$ cat src/rtl/eggtimer_pkg.sv
// eggtimer_pkg: shared FSM states, BCD widths/limits and cursor indices for the egg-timer front end
package eggtimer_pkg;
    typedef enum logic [2:0] {EDIT, LOAD, RUN, PAUSE, ALARM} state_t;
    localparam int BCD_W = 4;
    localparam logic [BCD_W-1:0] DIGIT_MAX = 4'd9;
    localparam logic [BCD_W-1:0] SEC10_MAX = 4'd5;
    localparam logic [1:0] CUR_S1  = 2'd0;
    localparam logic [1:0] CUR_S10 = 2'd1;
    localparam logic [1:0] CUR_M1  = 2'd2;
    localparam logic [1:0] CUR_M10 = 2'd3;
endpackage

$ cat src/rtl/bcd_wrap_inc.sv
// bcd_wrap_inc: combinational BCD digit increment that wraps to zero after max
//   digit      in  4  current digit value
//   max        in  4  largest legal value of this digit
//   digit_next out 4  digit+1, or 0 when digit==max
module bcd_wrap_inc
    import eggtimer_pkg::*;
(
    input  logic [BCD_W-1:0] digit,
    input  logic [BCD_W-1:0] max,
    output logic [BCD_W-1:0] digit_next
);
    assign digit_next = (digit == max) ? '0 : digit + 1'b1;
endmodule

$ cat src/rtl/eggtimer_preset_ctrl.sv
// eggtimer_preset_ctrl: MM:SS egg-timer front end - preset editing, chain load/enable, alarm
//   clk, reset  in   system clock, synchronous active-high reset
//   tick_1hz    in   one-cycle strobe per second
//   btn_sel/inc/start/clear in  one-cycle debounced button strobes
//   chain_zero  in   all digits of the downcounter chain are zero
//   preset      out  {min10,min1,sec10,sec1} BCD preset for the chain
//   load        out  one-cycle chain load strobe
//   count_en    out  sec1 count enable (combinational)
//   cursor      out  edited digit, 0=sec1 .. 3=min10
//   running     out  high in RUN
//   alarm       out  high in ALARM
module eggtimer_preset_ctrl
    import eggtimer_pkg::*;
#(
    parameter int DEFAULT_MIN = 3,
    parameter int ALARM_SECS  = 5
) (
    input  logic        clk,
    input  logic        reset,
    input  logic        tick_1hz,
    input  logic        btn_sel,
    input  logic        btn_inc,
    input  logic        btn_start,
    input  logic        btn_clear,
    input  logic        chain_zero,
    output logic [15:0] preset,
    output logic        load,
    output logic        count_en,
    output logic [1:0]  cursor,
    output logic        running,
    output logic        alarm
);
    localparam logic [15:0] PRESET_RST = {4'd0, 4'(DEFAULT_MIN), 8'h00};
    localparam logic [3:0]  ALARM_LAST = 4'(ALARM_SECS - 1);

    state_t           state, next_state;
    logic             settled;
    logic [3:0]       alarm_cnt;
    logic [BCD_W-1:0] cur_digit, cur_max, inc_digit;
    logic             zero_hit, edit_act;

    assign cur_digit = preset[{cursor, 2'b00} +: BCD_W];
    assign cur_max   = (cursor == CUR_S10) ? SEC10_MAX : DIGIT_MAX;

    bcd_wrap_inc u_inc (
        .digit      (cur_digit),
        .max        (cur_max),
        .digit_next (inc_digit)
    );

    // settled is low only in the first RUN cycle after LOAD, while the chain absorbs the load
    assign zero_hit = (state == RUN) && settled && chain_zero;
    // start (even an ignored one) outranks sel/inc, so editing only happens without it
    assign edit_act = (state == EDIT) && !btn_clear && !btn_start;

    always_ff @(posedge clk) begin
        if (reset) begin
            state     <= EDIT;
            load      <= 1'b0;
            running   <= 1'b0;
            alarm     <= 1'b0;
            settled   <= 1'b0;
            alarm_cnt <= '0;
        end else begin
            state     <= next_state;
            load      <= next_state == LOAD;
            running   <= next_state == RUN;
            alarm     <= next_state == ALARM;
            settled   <= state != LOAD;
            alarm_cnt <= (next_state == EDIT) ? '0 : (state == ALARM && tick_1hz) ? alarm_cnt + 1'b1 : alarm_cnt;
        end
    end

    always_comb begin
        next_state = state;
        if (btn_clear)
            next_state = EDIT;
        else
            case (state)
                EDIT:    if (btn_start && preset != '0) next_state = LOAD;
                LOAD:    next_state = RUN;
                RUN:     next_state = zero_hit ? ALARM : btn_start ? PAUSE : RUN;
                PAUSE:   if (btn_start) next_state = RUN;
                ALARM:   if (btn_start || btn_sel || btn_inc || (tick_1hz && alarm_cnt == ALARM_LAST)) next_state = EDIT;
                default: next_state = EDIT;
            endcase
    end

    always_comb begin
        count_en = tick_1hz && state == RUN && !zero_hit;
    end

    always_ff @(posedge clk) begin
        if (reset) begin
            preset <= PRESET_RST;
            cursor <= CUR_S1;
        end else if (edit_act && btn_sel) begin
            cursor <= cursor + 1'b1;
        end else if (edit_act && btn_inc) begin
            preset[{cursor, 2'b00} +: BCD_W] <= inc_digit;
        end
    end
endmodule

$ cat config.mk
export PLATFORM = sky130hd
export DESIGN_NAME = eggtimer_preset_ctrl
export DESIGN_NICKNAME = d
export VERILOG_FILES = /design/src/rtl/eggtimer_pkg.sv /design/src/rtl/bcd_wrap_inc.sv /design/src/rtl/eggtimer_preset_ctrl.sv
export SDC_FILE = /design/constraint.sdc
export NUM_CORES = 1
export LEC_CHECK = 0
export BUFFER_PORTS_ARGS = -buffer_cell sky130_fd_sc_hd__buf_2
export CORE_ASPECT_RATIO = 1.4
export CORE_MARGIN = 2
export CORE_UTILIZATION = 49
export CTS_BUF_LIST = sky130_fd_sc_hd__clkbuf_16
export DETAILED_ROUTE_END_ITERATION = 6
export PLACE_DENSITY = 0.83
export SYNTH_ARGS = -nofsm -noshare
export SYNTH_HDL_FRONTEND = slang
export SYNTH_SLANG_ARGS = --single-unit
$ cat constraint.sdc
create_clock -name clk -period 2 [get_ports clk]
set_input_delay 0.3 -clock clk [delete_from_list [all_inputs] [get_ports clk]]
set_output_delay 0.3 -clock clk [all_outputs]
set_load 0.01 [all_outputs]
# [Word-level counts from Yosys, hierarchy flattened]
# Cells that the tools add are included.
[totals] latch_bits=0 mem_bits_ro=0 register_bits=29 output_inout_bits=22 input_bits=8 wordCells=59 mem_bits_rw=0 memories=0
[classes] bitwise_logic=1 n_addsub=4 n_mul=0 div_mod_pow=0 reduce_logical=22 n_lt_le_gt_ge=0 shift=3 eq_ne=11 n_mux=10
[op_table] cell="16-bit bitwise mux" count=1
[op_table] cell="16-bit nonzero test" count=1
[op_table] cell="4-bit by 6-bit variable shift with 16-bit output (first input constant)" count=1
[op_table] cell="16-bit by 5-bit variable part select with 4-bit output" count=1
[op_table] cell="4-bit by 6-bit variable part select with 16-bit output" count=1
[op_table] cell="3-bit 2-to-1 mux" count=5
[op_table] cell="3-bit one-hot mux with 5 select lines" count=1
[op_table] cell="1-bit logical AND" count=11
[op_table] cell="3-bit by 2-bit == test with 1-bit output (second input constant)" count=3
[op_table] cell="4-bit by 1-bit adder with 4-bit output (second input constant)" count=2
[op_table] cell="4-bit 2-to-1 mux" count=2
[op_table] cell="3-bit by 1-bit == test with 1-bit output (second input constant)" count=2
[op_table] cell="3-bit == test (second input constant)" count=2
[op_table] cell="3-bit zero test" count=2
[op_table] cell="4-bit negator with 6-bit output" count=1
[op_table] cell="4-bit by 3-bit == test with 1-bit output (second input constant)" count=1
[op_table] cell="4-bit == test" count=1
[op_table] cell="1-bit zero test" count=3
[op_table] cell="1-bit logical OR" count=3
[op_table] cell="3-bit by 1-bit inequality test with 1-bit output (second input constant)" count=1
[op_table] cell="2-bit by 1-bit adder with 2-bit output (second input constant)" count=1
[op_table] cell="2-bit by 1-bit == test with 1-bit output (second input constant)" count=1
[op_table] cell="2-bit AND reduction" count=1
[op_table] cell="2-bit OR reduction" count=1
[op_table] cell="2 further kinds" count=2

# [Logic depth before layout (Yosys ltp)]
# Gate-level depths: netlist of run 1.
[depth] depth_word=8 ltp_mapped=9 ltp_nobuf=8

# [Hierarchy]
# Synthesis of run 1 repeated with hierarchy kept, for this count alone.
[unflattened] hier_cells=177 area_unflattened_um2=1609.0
[modules_own_cells] module="eggtimer_preset_ctrl" cells_each=164 instances=1 area_each_um2=1508.9
[modules_own_cells] module="bcd_wrap_inc" cells_each=13 instances=1 area_each_um2=100.1

# [Worst setup path after synthesis of run 1]
# No wires, ideal clock.
[synth_path] kind="flip-flop to flip-flop" from="register cursor[0]" to="register preset[1]" required_time_ps=1930 arrival_time_ps=2068 setup_ps=70 path_stages_with_launch=7 path_slack_ps=-138 period_less_slack_ps=2138 path_cell_list="dfxtp_1 buf_6 mux4_1 ha_1 a21boi_2 or3_4 o21ai_1"
[synth_between] elab_chain_len=6 elab_cells_between_ends=10 cone_classes="add/sub (2); eq/ne (2); shift (3); mux (3)"
[synth_lines] element="start, declared" line="eggtimer_preset_ctrl.sv:29" source="output logic [1:0] cursor,"
[synth_lines] element="start signal, assigned" line="eggtimer_preset_ctrl.sv:98" source="cursor <= cursor + 1'b1;"
[synth_lines] element="branches (longest 5 deep; another with 4-bit by 1-bit adder with 4-bit output)"
[synth_lines] element="16-bit bitwise mux (*)" line="eggtimer_preset_ctrl.sv:100" source="preset[{cursor, 2'b00} +: BCD_W] <= inc_digit;"
[synth_lines] element="end signal, assigned by index" line="eggtimer_preset_ctrl.sv:100"
[synth_lines] element="end, declared" line="eggtimer_preset_ctrl.sv:26" source="output logic [15:0] preset,"
# Every way passes the cells marked *.
# A chain may end at the register's enable or synchronous reset.

# [Worst setup path in the final report of run 1]
[layout_path] from="register cursor[0]" to="register preset[6]"
# The elaborated chain is that of the path after synthesis.

==> metrics, run 1 <==
Layout Nets 243; WP data arrival 2110 ps; CTS H-tree lvls 2; Die X 51.75 um; Port Buffer Count 29; Post-synth EDFFs 0; P_sw 0.0003204 W; detailed-route DRC error count 0; filler cell count 261; Comb power frac 0.070; boundary pin count 30; GR Overflow Total 0; starting density of the core 0.5057; Diodes inserted 0; Core ar. 3093 um2; fraction of registers with async set/reset 0; maximum clock frequency 509.3 MHz; fin. max-slew vios 0; CTS max path bufs 2; sequential area share after synthesis 0.3712; Die Y 70.85 um; Synthesized Nets 195; Synth Warn # 0; sum of buffers and inverters on the critical path 1; Tot GR Track Use 0.2596; TritonCTS Buffers 5; antenna-violating nets left 0; Iter 0 DRT Violations 65; area leader, netlist dfxtp_1; CTS tree built; first-pass GRT wire length 7010 um; internal power 0.001212 W; clock group share of total power 0.544; initial antenna violation count 0; pwr dens 741.2 nW/um2; distinct cell type count after synthesis 40; drt total wl 4292 um; R2R cell count 7; Avg Inst Size Synth 8.836 um2; CP Max Fanout 6; layout cells sized above 1 0.3186; ys flop type dfxtp_1; sequential share of power 0.387; Syn Inst Count 177; Clock Sink Count 29; Clock transition at path regs 50 ps; number of global-route vias before repair 1512; worst IR drop on VDD 0.7894 mV; pin count of the biggest net entering global routing 26; Setup Skew 4.483 ps; Clock Root Buffer clkbuf_16; WL/cell 16.20 um; Slew @ Worst Pin 440.4 ps; die area 3666 um2; HP Class in -> reg; routed vias/inst 5.875; family with the most delay on the worst path multiplexers; RSZ-0062 raised after global routing yes; max-cap viol count 0; 1st-pass router iterations 4; final setup fails 0; count of state elements after synthesis 29; Mapped Area 1564 um2; worst-case headroom to the max-slew limit 0.7064; CP Launch Type flop; routability cong. 0.8459; final HPWL from detailed placement 3161 um; slowest stage delay, CP 560 ps; sequence of cells on the critical path mux4_2 -> buf_4 -> ha_2 -> nand2b_1 -> o22ai_4 -> a32oi_1 -> nor2_1; hold-critical path depth 2; Rows 24; min Tclk post-route 1964 ps; static leakage 0.8721 nW; utilization after layout 0.6683; met2 WL 2312 um; post-route cell area 2067 um2; Hold Violations, Final 0; top cells by area, synth dfxtp_1 (37%), ha_1 (8.0%), nand2_1 (5.0%); final period utilization 0.9818; vias 1557; Syn-to-layout area delta 32.16%; switching part of the total 0.2091; DR top layer met4; Levels on crit path 7; share of the synthesized area in the top cell type 0.3712; wl on met1 1605 um; critical path type reg -> reg; cell area after placement 1829 um2; CP endpoint kind flop; status finished clean; slowest library cell on the worst path mux4_2; R2R Setup Slk 40 ps; Critical Path RT 2140 ps; DR WL met3 218 um; commonest cells in the netlist dfxtp_1 (29), nand2_1 (21), nor2_1 (13), ha_1 (10); most frequent cell after synthesis dfxtp_1; worst-skew pair later-pin latency 280 ps
==> logic make-up (layout without fill, tap and decap cells) <==
| family | Yosys count | in the layout | share of synthesized area |
|---|---|---|---|
| and+or+nand+nor | 79 | 79 | 0.2728 |
| DFF | 29 | 29 | 0.3712 |
| AOI/OAI and AO/OA | 31 | 31 | 0.1224 |
| buffers and inverters | 16 | 65 | 0.04400 |
| adders and majority gates | 10 | 10 | 0.08000 |
| muxes | 7 | 7 | 0.08160 |
| xor gates and xnor gates | 5 | 5 | 0.02801 |
==> state kept, by name (all words and copies together), names as in the netlist <==
register,count
load,1
preset,16
settled,1
running,1
state,3
alarm,1
cursor,2
alarm_cnt,4
==> final timing paths <==
path,from,to
min,btn_clear,state[1]
min reg2reg,preset[1],preset[1]
max reg2reg,cursor[0],preset[6]
max,cursor[0],preset[6]
==> cell type report <==
cell class	count	area (um2)	share of cell area
multi-input combinational	132	944.7	0.4570
timing repair buffer	48	287.8	0.1392
inverter	9	33.78	0.01634
clock buffer	5	125.1	0.06053
clock inverter	3	41.29	0.01998
tap	39	48.80	0.02361
sequential	29	585.6	0.2833
==> power groups by stage <==
stage               sequential, W  combinational [W]  clock, W
floorplan                0.000604          0.0000637         0
global placement         0.000604          0.0000982         0
detailed placement       0.000604           0.000101         0
CTS                      0.000592           0.000103  0.000845
global route             0.000593           0.000118  0.000868
finish                   0.000592           0.000107  0.000833
==> cell usage in the layout, fill, tap and decap left out, types with 3 or more instances in the layout <==
cell type,count
a21oi_1,9
and2_1,3
and3_1,3
buf_2,29
buf_4,19
clkbuf_16,5
dfxtp_1,27
ha_1,8
inv_1,8
mux2i_1,3
mux4_2,4
nand2_1,20
nand2b_1,3
nand3_1,4
nand4_1,5
nor2_1,13
nor3_1,7
nor4_1,6
o21ai_1,8
o31ai_1,3
xnor2_1,3
==> what timing repair did <==
action / 4_1_cts / 5_1_grt
hold buffers: 0 / 0
gates cloned: 0 / 0
setup buffers: 1 / 3
pin swaps: 1 / 6
resized for setup: 3 / 9
setup endpoints to repair: 4 / 11
==> metal layers <==
layer / up-vias / global-route usage
met2: 61 / 0.4459
met1: 752 / 0.2719
li1: 731 / -
met4: 0 / 0.1754
met5: - / 0
met3: 13 / 0.06118
==> metrics by stage <==
| stage | hold WS (ps) | setup TNS (ps) | setup slack, ps | power, W | instances |
|---|---|---|---|---|---|
| 2_1_floorplan | 387.4 | 0 | 21.28 | 0.0006672 | 177 |
| 3_3_place_gp | 478.6 | 0 | 53.98 | 0.0007022 | 253 |
| 3_5_place_dp | 485.4 | -66.37 | -35.02 | 0.0007059 | 253 |
| 4_1_cts | 266.2 | 0 | 40.60 | 0.001539 | 262 |
| 5_1_grt | 269.7 | -11.44 | -7.732 | 0.001579 | 265 |
| 6_report | 276.5 | 0 | 36.48 | 0.001532 | 265 |
(Power assumes the default switching activity.)
==> inputs of run 2 (changes only) <==
Settings changed: CORE_ASPECT_RATIO 1.4 to 1.25, CORE_UTILIZATION 49 to 58, PLACE_DENSITY 0.83 to 0.91.
Clock period 2 ns to 2.35 ns, I/O delays scaled along.
==> run 2 against run 1 <==
Via count down 6.9%; fmax down 11%; global-route usage up 2.7 points; clock power down 14%; utilization up 5.4 points.
==> metrics, run 2 (synthesized netlist as in run 1, its figures left out) <==
status finished clean; fin. max-slew vios 0; maximum clock frequency 455.3 MHz; # Post-CTS Setup Buffers 0; crit path launch cursor[0]; final period utilization 0.9346; CTS H-tree lvls 2; vias 1450; pin count of the biggest net entering global routing 26; Clock transition at path regs 50 ps; cts repair resizes 0; final setup fails 0; Critical Path RT 2560 ps; CP Max Fanout 5; antenna-violating nets left 0; utilization after layout 0.7224; boundary pin count 30; routability cong. 0.9497; Hold Violations, Final 0; pwr dens 683.4 nW/um2; hold path start btn_clear; Setup Skew 3.103 ps; WL/cell 15.96 um; GR Overflow Total 0; initial antenna violation count 0; biggest registers after layout preset x16, alarm_cnt x4, state x3; Core ar. 2628 um2; detailed-route DRC error count 0; Tot GR Track Use 0.2870; Iter 0 DRT Violations 78; hold_buf cts 0; RSZ-0062 raised after global routing no; Clock Root Buffer clkbuf_16; final HPWL from detailed placement 2812 um; setup_tns 0 ps; HP Class in -> reg; CP endpoint kind flop; CTS max path bufs 2; Slew @ Worst Pin 613.0 ps; Rows 21; most frequent cells in the layout dfxtp_1 (29), buf_2 (29), nand2_1 (21); CTS tree built; Diodes inserted 0; worst-case headroom to the max-slew limit 0.5889; Port Buffer Count 29; Top reg by flops preset; layout cells sized above 1 0.2105; WP data arrival 2400 ps; flip-flop count of the largest register after layout 16; Clock Sink Count 29; Die Y 62.06 um; drt total wl 3878 um; Syn-to-layout area delta 21.36%; Layout Nets 226; worst-skew pair later-pin latency 270 ps; static leakage 0.7921 nW; 1st-pass router iterations 5; r2r startpoint cursor[0]; critical path type reg -> reg; first-pass GRT wire length 6492 um; min Tclk post-route 2196 ps; starting density of the core 0.5952; CP Launch Type flop; number of global-route vias before repair 1361; die area 3131 um2; Die X 50.45 um; routed vias/inst 5.967; max-cap viol count 0; TritonCTS Buffers 5; worst IR drop on VDD 0.7908 mV
run 2: final cells by class:
class	instances	area (um2)
Multi-Input combinational cell	132	914.6
Fill cell	215	729.5
Sequential cell	29	580.6
Timing Repair Buffer	31	160.2
Clock buffer	5	125.1
Tap cell	34	42.54
Clock inverter	3	41.29
Inverter	9	33.78
run 2: critical path, cell delays in order, from the launching register on:
cell and delay [ps]:
dfxtp_1 450, mux4_1 680, ha_1 270, and3b_1 170, o22ai_1 290, a32oi_1 160
nor2_1 100
run 2: worst paths after layout:
path	endpoint	slack, ps	depth (start not counted)
worst max-delay path	preset[6]	150	6
worst min-delay path	state[1]	320	2
worst max register to register	preset[6]	150	6
worst min register to register	preset[4]	480	2
run 2: metrics by stage:
stage / instances / hold WS, ps / instance area [um2] / total power, W / setup WS (ps)
3_3_place_gp: 235 / 471.9 / 1732 / 0.0005878 / 282.9
3_5_place_dp: 235 / 480.5 / 1732 / 0.0005902 / 189.4
4_1_cts: 243 / 321.4 / 1898 / 0.001305 / 177.6
5_1_grt: 243 / 334.3 / 1898 / 0.001332 / 25.22
6_report: 243 / 321.3 / 1898 / 0.001297 / 153.6
2_1_floorplan: 177 / 439.9 / 1564 / 0.0005670 / 212.2
run 2: power by group:
part | internal (W) | switching, W | total, W
combinational | 0.0000300 | 0.0000477 | 0.0000776
clock | 0.000495 | 0.000221 | 0.000715
sequential | 0.000498 | 0.00000615 | 0.000504
run 2: layer usage:
| metal | wire (um) | track usage |
|---|---|---|
| met1 | 1557 | 0.3323 |
| met2 | 1901 | 0.5094 |
| met3 | 323 | 0.07177 |
| met4 | 95 | 0.1274 |
| met5 | 0 | 0 |
==> inputs of run 3 (changes only) <==
Settings changed: ABC_CLOCK_PERIOD_IN_PS set to 2350, MAX_ROUTING_LAYER set to met4.
==> run 3 against run 2 <==
Final cell count unchanged; worst hold slack gained 1.3 ps; via count shrank 1.2%; combinational power decreased by 0.6%; utilization fell by 0.90 points; fmax rose by 0.45%; highest routed layer unchanged; count of clock-buffer cells in the layout stayed put.
==> metrics, run 3 (synthesized netlist as in run 1, its figures left out) <==
pwr dens 631.7 nW/um2; CP endpoint kind flop; crit path launch cursor[0]; worst-skew pair later-pin latency 280 ps; static leakage 0.7858 nW; CP Launch Type flop; switching part of the total 0.2277; layout cells sized above 1 0.2105; status finished clean; GR Overflow Total 0; die area 3131 um2; Layout Nets 226; Clock transition at path regs 50 ps; drt total wl 3751 um; P_sw 0.0002697 W; Finished Layout Cells 243; biggest registers after layout preset x16, alarm_cnt x4, state x3; routed vias/inst 5.897; WP data arrival 2390 ps; Core ar. 2628 um2; hold path start btn_clear; Comb power frac 0.065; vias 1433; cts repair resizes 0; number of global-route vias before repair 1330; sequential share of power 0.426; hold_buf cts 0; routability cong. 0.9697; boundary pin count 30; Rows 21; final HPWL from detailed placement 2742 um; Port Buffer Count 29; HP Class in -> reg; TritonCTS Buffers 5; Top reg by flops preset; r2r startpoint cursor[0]; Die X 50.45 um; clock group share of total power 0.509; WL/cell 15.44 um; Die Y 62.06 um; final period utilization 0.9305; 1st-pass router iterations 4; flip-flop count of the largest register after layout 16; pin count of the biggest net entering global routing 26; first-pass GRT wire length 6210 um; CTS max path bufs 2; Syn-to-layout area delta 19.84%; critical path type reg -> reg; Slew @ Worst Pin 583.2 ps; # Post-CTS Setup Buffers 0; initial antenna violation count 0; min Tclk post-route 2187 ps; final setup fails 0; Clock Root Buffer clkbuf_16; Setup Skew 7.930 ps; critical path endpoint preset[14]; Iter 0 DRT Violations 60; Clock Sink Count 29; fin. max-slew vios 0; maximum clock frequency 457.3 MHz; CTS tree built; worst-case headroom to the max-slew limit 0.6088; Diodes inserted 0; RR Endpoint preset[14]; most frequent cells in the layout dfxtp_1 (29), buf_2 (29), nand2_1 (21); RSZ-0062 raised after global routing no; antenna-violating nets left 0; starting density of the core 0.5952; Critical Path RT 2560 ps; CP Max Fanout 5; R2R cell count 6; CTS H-tree lvls 2; Tot GR Track Use 0.2844; R2R Setup Slk 160 ps; max-cap viol count 0; setup_tns 0 ps; Hold Violations, Final 0; worst IR drop on VDD 0.8108 mV; detailed-route DRC error count 0; DP Cell Count 235; internal power 0.0009144 W
run 3: cell count changes in the layout (fill, tap and decap cells not counted), sizes merged:
cell / before / now
clkinvlp: 1 / 0
clkinv: 1 / 3
bufinv: 1 / 0
run 3: layer usage:
metal | wire length (um) | up-vias | track usage
met3 | 214 | 7 | 0.06459
li1 | - | 701 | -
met2 | 1916 | 61 | 0.5038
met1 | 1537 | 664 | 0.3098
met5 | 0 | - | -
met4 | 82 | 0 | 0.1236
run 3: critical path, cell delays in order, from the launching register on:
cell,delay (ps)
dfxtp_1,460
mux4_1,690
ha_1,260
and3b_1,170
o22ai_1,270
a32oi_1,170
nor2_1,100
run 3: final cells by class:
class | count | area (um2)
clock inverters | 3 | 17.52
flip-flops and latches | 29 | 580.6
clock buffers | 5 | 125.1
repair buffers | 31 | 160.2
multi-input cells | 132 | 914.6
fillers | 219 | 753.2
inverters | 9 | 33.78
well taps | 34 | 42.54
run 3: how the worst min path moves through the flow:
stage	cells past startpoint	to	slack (ps)
finish	2	state[1]	320
global route	2	state[1]	340
CTS	2	state[1]	320
detailed placement	2	preset[5]	470
global placement	2	preset[4]	470
floorplan	1	state[1]	440
run 3: power by group through the flow:
stage	Combinational [W]	Sequential, W	Clock (W)
5_1_grt	0.0000847	0.000504	0.000628
4_1_cts	0.0000765	0.000504	0.000609
2_1_floorplan	0.0000537	0.000513	0
3_3_place_gp	0.0000744	0.000514	0
3_5_place_dp	0.0000758	0.000514	0
6_report	0.0000771	0.000504	0.000603
run 3: per-stage QoR:
stage	area, um2	total power [W]	setup WS, ps	utilization	hold WS [ps]
2_1_floorplan	1564	0.0005670	212.2	-	439.9
3_3_place_gp	1732	0.0005879	283.0	0.6590	470.6
3_5_place_dp	1732	0.0005896	197.8	0.6590	474.3
4_1_cts	1874	0.001189	175.6	0.7133	320.1
5_1_grt	1874	0.001217	4.896	0.7133	338.5
6_report	1874	0.001184	163.4	0.7133	322.5
